$ cat config.mk
export PLATFORM = sky130hd
export DESIGN_NAME = lfsr_gen
export DESIGN_NICKNAME = d
export VERILOG_FILES = /design/src/rtl/lfsr_pkg.sv /design/src/rtl/lfsr_next.sv /design/src/rtl/lfsr_gen.sv
export SDC_FILE = /design/constraint.sdc
export NUM_CORES = 1
export LEC_CHECK = 0
export CAP_MARGIN = 20
export CORE_MARGIN = 10
export CORE_UTILIZATION = 50
export DETAILED_ROUTE_END_ITERATION = 8
export MAX_ROUTING_LAYER = met4
export PLACE_DENSITY = 0.87
export REMOVE_ABC_BUFFERS = 1
export SETUP_SLACK_MARGIN = 0.15
export SLEW_MARGIN = 20
export SYNTH_ARGS = -nofsm -noshare
export SYNTH_HDL_FRONTEND = slang
export SYNTH_SLANG_ARGS = --single-unit
$ cat constraint.sdc
create_clock -name clk -period 4.7 [get_ports clk]
set_input_delay 0.705 -clock clk [delete_from_list [all_inputs] [get_ports clk]]
set_output_delay 0.705 -clock clk [all_outputs]
set_load 0.01 [all_outputs]
$ cat src/rtl/lfsr_pkg.sv
`default_nettype none
// ============================================================================
// Module      : lfsr_pkg
// Description : Shared mode constants and default tap masks for lfsr_gen.
// Revision    : 1.0 - initial release
// ============================================================================
package lfsr_pkg;

    localparam int LFSR_FIB = 0;
    localparam int LFSR_GAL = 1;

    // Maximal-length masks for the common widths
    localparam logic [3:0]  LFSR_TAPS_4  = 4'hC;
    localparam logic [7:0]  LFSR_TAPS_8  = 8'h8E;
    localparam logic [15:0] LFSR_TAPS_16 = 16'hB400;
    localparam logic [31:0] LFSR_TAPS_32 = 32'h8020_0003;

endpackage
`default_nettype wire

$ cat src/rtl/lfsr_next.sv
`default_nettype none
// ============================================================================
// Module      : lfsr_next
// Description : Combinational LFSR next-state function (Fibonacci or Galois).
// Revision    : 1.0 - initial release
// ============================================================================
module lfsr_next
    import lfsr_pkg::*;
#(
    parameter int               WIDTH = 8,
    parameter logic [WIDTH-1:0] TAPS  = LFSR_TAPS_8,
    parameter int               MODE  = LFSR_FIB
) (
    input  logic [WIDTH-1:0] state,
    output logic [WIDTH-1:0] nxt
);

    generate
        if (MODE == LFSR_GAL) begin : g_galois
            logic w_fb;
            assign w_fb   = state[WIDTH-1];
            assign nxt[0] = w_fb;
            // Top tap bit has no destination and is ignored
            for (genvar i = 1; i < WIDTH; i++) begin : g_gal_bit
                assign nxt[i] = state[i-1] ^ (w_fb & TAPS[i-1]);
            end
        end else begin : g_fibonacci
            assign nxt = {state[WIDTH-2:0], ^(state & TAPS)};
        end
    endgenerate

endmodule
`default_nettype wire

$ cat src/rtl/lfsr_gen.sv
`default_nettype none
// ============================================================================
// Module      : lfsr_gen
// Description : Parametrised LFSR generator with seed load, lock-up recovery
//               and period tracking.
// Revision    : 1.0 - initial release
// ============================================================================
module lfsr_gen
    import lfsr_pkg::*;
#(
    parameter int               WIDTH = 8,
    parameter logic [WIDTH-1:0] TAPS  = LFSR_TAPS_8,
    parameter logic [WIDTH-1:0] SEED  = 8'hBD,
    parameter int               MODE  = LFSR_FIB
) (
    input  logic             clk,
    input  logic             rst,
    input  logic             en,
    input  logic             load,
    input  logic [WIDTH-1:0] load_val,
    output logic [WIDTH-1:0] out,
    output logic             bit_out,
    output logic [WIDTH-1:0] step_cnt,
    output logic             period_done,
    output logic             lockup
);

    generate
        if (WIDTH < 3 || WIDTH > 32) begin : g_width_check
            $error("lfsr_gen: WIDTH must be within 3..32");
        end
        if (SEED == '0) begin : g_seed_check
            $error("lfsr_gen: SEED must be non-zero");
        end
    endgenerate

    logic [WIDTH-1:0] r_state;
    logic [WIDTH-1:0] r_ref;
    logic [WIDTH-1:0] r_cnt;
    logic             r_period_done;
    logic             r_lockup;
    logic [WIDTH-1:0] w_nxt;

    lfsr_next #(
        .WIDTH (WIDTH),
        .TAPS  (TAPS),
        .MODE  (MODE)
    ) u_next (
        .state (r_state),
        .nxt   (w_nxt)
    );

    always_ff @(posedge clk) begin
        if (rst) begin
            r_state       <= SEED;
            r_ref         <= SEED;
            r_cnt         <= '0;
            r_period_done <= 1'b0;
            r_lockup      <= 1'b0;
        end else begin
            r_period_done <= 1'b0;
            r_lockup      <= 1'b0;
            if (load) begin
                r_state <= load_val;
                r_ref   <= load_val;
                r_cnt   <= '0;
            end else if (r_state == '0) begin
                // All-zero state never advances on its own; recover to SEED
                r_state  <= SEED;
                r_ref    <= SEED;
                r_cnt    <= '0;
                r_lockup <= 1'b1;
            end else if (en) begin
                r_state <= w_nxt;
                if (w_nxt == r_ref) begin
                    r_period_done <= 1'b1;
                    r_cnt         <= '0;
                end else begin
                    r_cnt <= r_cnt + 1'b1;
                end
            end
        end
    end

    assign out         = r_state;
    assign bit_out     = r_state[WIDTH-1];
    assign step_cnt    = r_cnt;
    assign period_done = r_period_done;
    assign lockup      = r_lockup;

endmodule
`default_nettype wire

==> reports/results.ini <==
[cts]
tritoncts=done
cts_made_buffers=3
post_cts_buffers=0
clk_pin_slew_worst_paths_ns=0.14
holdBufCountCts=0
clockBufferDepth=2
insertion_delay_ns=0.33
ctsResizeCount=0
cts_sinks=26
cts-root-buf=clkbuf_4
cts_htree_levels=1

[synthesis]
netlist_top_cells_count=dfxtp_1, xnor2_1, nor2_1
synth_top_area_share_pct=42.4
ys_seq_area_share_pct=42.4
yosysMostFrequentCell=dfxtp_1
synth.area.top_cells=dfxtp_1, xnor2_1, nor4_1
syn_inst=130
yosysWarnings=0
synth-seq-cells=26
synth_enable_flop_cells=0
syn_area_um2=1230
ys_types=33
synth_top_area_cell=dfxtp_1
async_reset_ff_share_pct=0
avgSynthCellArea_um2=9.43
synth_flop_cell=dfxtp_1

[sta]
min_period_ns=2.23
maxSlewViolCount=0
tightestPinTransition_ns=0.823
hold_viol=0
fin_hold_ws_ns=0.512
clock_skew_ns=0.00500
timing.final.ws_setup_ns=2.47
tns_ns=0
min_period_over_period_pct=47.4
relSlewSlack_pct=45.0
setup_viol=0
fmax_ghz=0.449
rsz0062_at_grt=no

[layout]
drive_gt1_share_pct=5.73
final_cells=185
nets=172
final_util_pct=68.3
finish.instance_area_um2=1560
area_growth_pct=26.8
num_antenna_cells=0

[detailed_routing]
drtIter0Drc=23
vias=1026
drt_pre_antenna_iters=4
vias_per_cell=5.55
drt_wl_total_um=2900
wl_per_cell_um=15.7
antenna_left=0
drc_errors=0

[global_route]
grt_pass1_wl_um=4860
grt_overflow=0
grt_usage_pct=12.1
grt_antenna_before_repair=0
grt_max_degree=23
grt_pass1_vias=1027

[power_and_ir_drop]
cellInternalPower_mw=0.322
p_sw_mw=0.116
seqPwrFrac_pct=55.7
p_leak_nw=0.571
power_density_nw_per_um2=281
irDropWorstVdd_uv=239
swShare_pct=26.5
p_comb_share_pct=18.4
power.share.clock_pct=25.9
fin_total_pwr_mw=0.438

[placement]
io_buffers=30
dp_slack_ns=2.11
dpl.hpwl_um=2140
placed_cells=181
post_dp_cell_area_um2=1520
place_congestion=0.867

[worst_setup_path]
end_kind=flip-flop
path_cells=clkdlybuf4s50_1 -> nand4_1 -> nor3_1 -> xnor2_1 -> nor4_1
slowest_stage=clkdlybuf4s50_1
crit_fanout=16
start_kind=input port
crit_required_ns=4.94
path_delay_family=buffers and inverters
timing_worst_setup_path_type=input port to flip-flop
cp.buffers_inverters=1
slowest_delay_ns=0.87
r2r_setup_slack_ns=2.78
cp.arrival_ns=2.47

[floorplan]
die_area_um2=4830
die_h_um=69.5
coreArea_um2=2280
pin_count=31
start_util_pct=53.9
die_w_um=69.5
num_rows=17

[status]
status=complete, no violations

[min_path]
worstHoldPathType=flip-flop to flip-flop

[flow_run]
cap_violations=0

==> metal layers <==
layer | vias to the layer above | share of wire [%] | GRT usage (%) | wire length (um)
li1 | 514 | - | - | -
met1 | 484 | 47 | 15.3 | 1360
met2 | 22 | 48 | 17.8 | 1390
met3 | 6 | 3.4 | 2.14 | 98
met4 | 0 | 1.7 | 5.99 | 49
met5 | - | 0 | - | 0
==> cell type report <==
cell class,count,area (um^2)
repair buffers,30,300
inverters,3,11.3
well taps,28,35.0
multi-input cells,94,652
flip-flops and latches,26,520
clock buffers,4,36.3
fillers,199,721
==> power by group through the flow <==
stage	clock, mW	combinational (mW)	sequential [mW]
5_1_grt	0.126	0.0878	0.245
4_1_cts	0.116	0.0811	0.244
3_5_place_dp	0	0.0806	0.248
2_1_floorplan	0	0.0414	0.249
6_report	0.113	0.0806	0.244
3_3_place_gp	0	0.0793	0.248
==> state kept, by name, indices dropped and copies added, names as in the netlist <==
register     flops
step_cnt         8
r_ref            8
lockup           1
out              8
period_done      1
==> worst paths after layout <==
check,from,to,cells after the start
hold / removal,r_ref[6],r_ref[6],1
setup reg to reg,out[2],period_done,6
hold reg to reg,r_ref[6],r_ref[6],1
setup / recovery,en,step_cnt[7],5
==> logic make-up after synthesis <==
| kind of cell | share of synthesized area [%] |
|---|---|
| flip-flops | 42.4 |
| multiplexers | 2.45 |
| AO/OA/AOI/OAI | 14.3 |
| AND/OR/NAND/NOR | 21.1 |
| adder cells (fa/ha/maj) | 2.04 |
| buffers and inverters | 4.39 |
| XOR/XNOR | 13.3 |
==> placed cells by master (no fill, tap or decap), drive strengths merged <==
master | Yosys | routed
a211o | 4 | 4
a211oi | 4 | 4
a21o | 1 | 1
a21oi | 7 | 7
a22oi | 1 | 1
a32o | 1 | 1
and2 | 1 | 1
clkbuf | 2 | 4
clkdlybuf4s50 | 0 | 30
dfxtp | 26 | 26
ha | 2 | 2
inv | 3 | 3
mux2i | 3 | 3
nand2 | 9 | 9
nand2b | 1 | 1
nand4 | 4 | 4
nor2 | 10 | 10
nor2b | 5 | 5
nor3 | 7 | 7
nor3b | 1 | 1
nor4 | 8 | 8
nor4b | 1 | 1
o21ai | 6 | 6
o22ai | 1 | 1
xnor2 | 13 | 13
xnor3 | 1 | 1
xor2 | 3 | 3
Power figures use the tool's default switching activity.
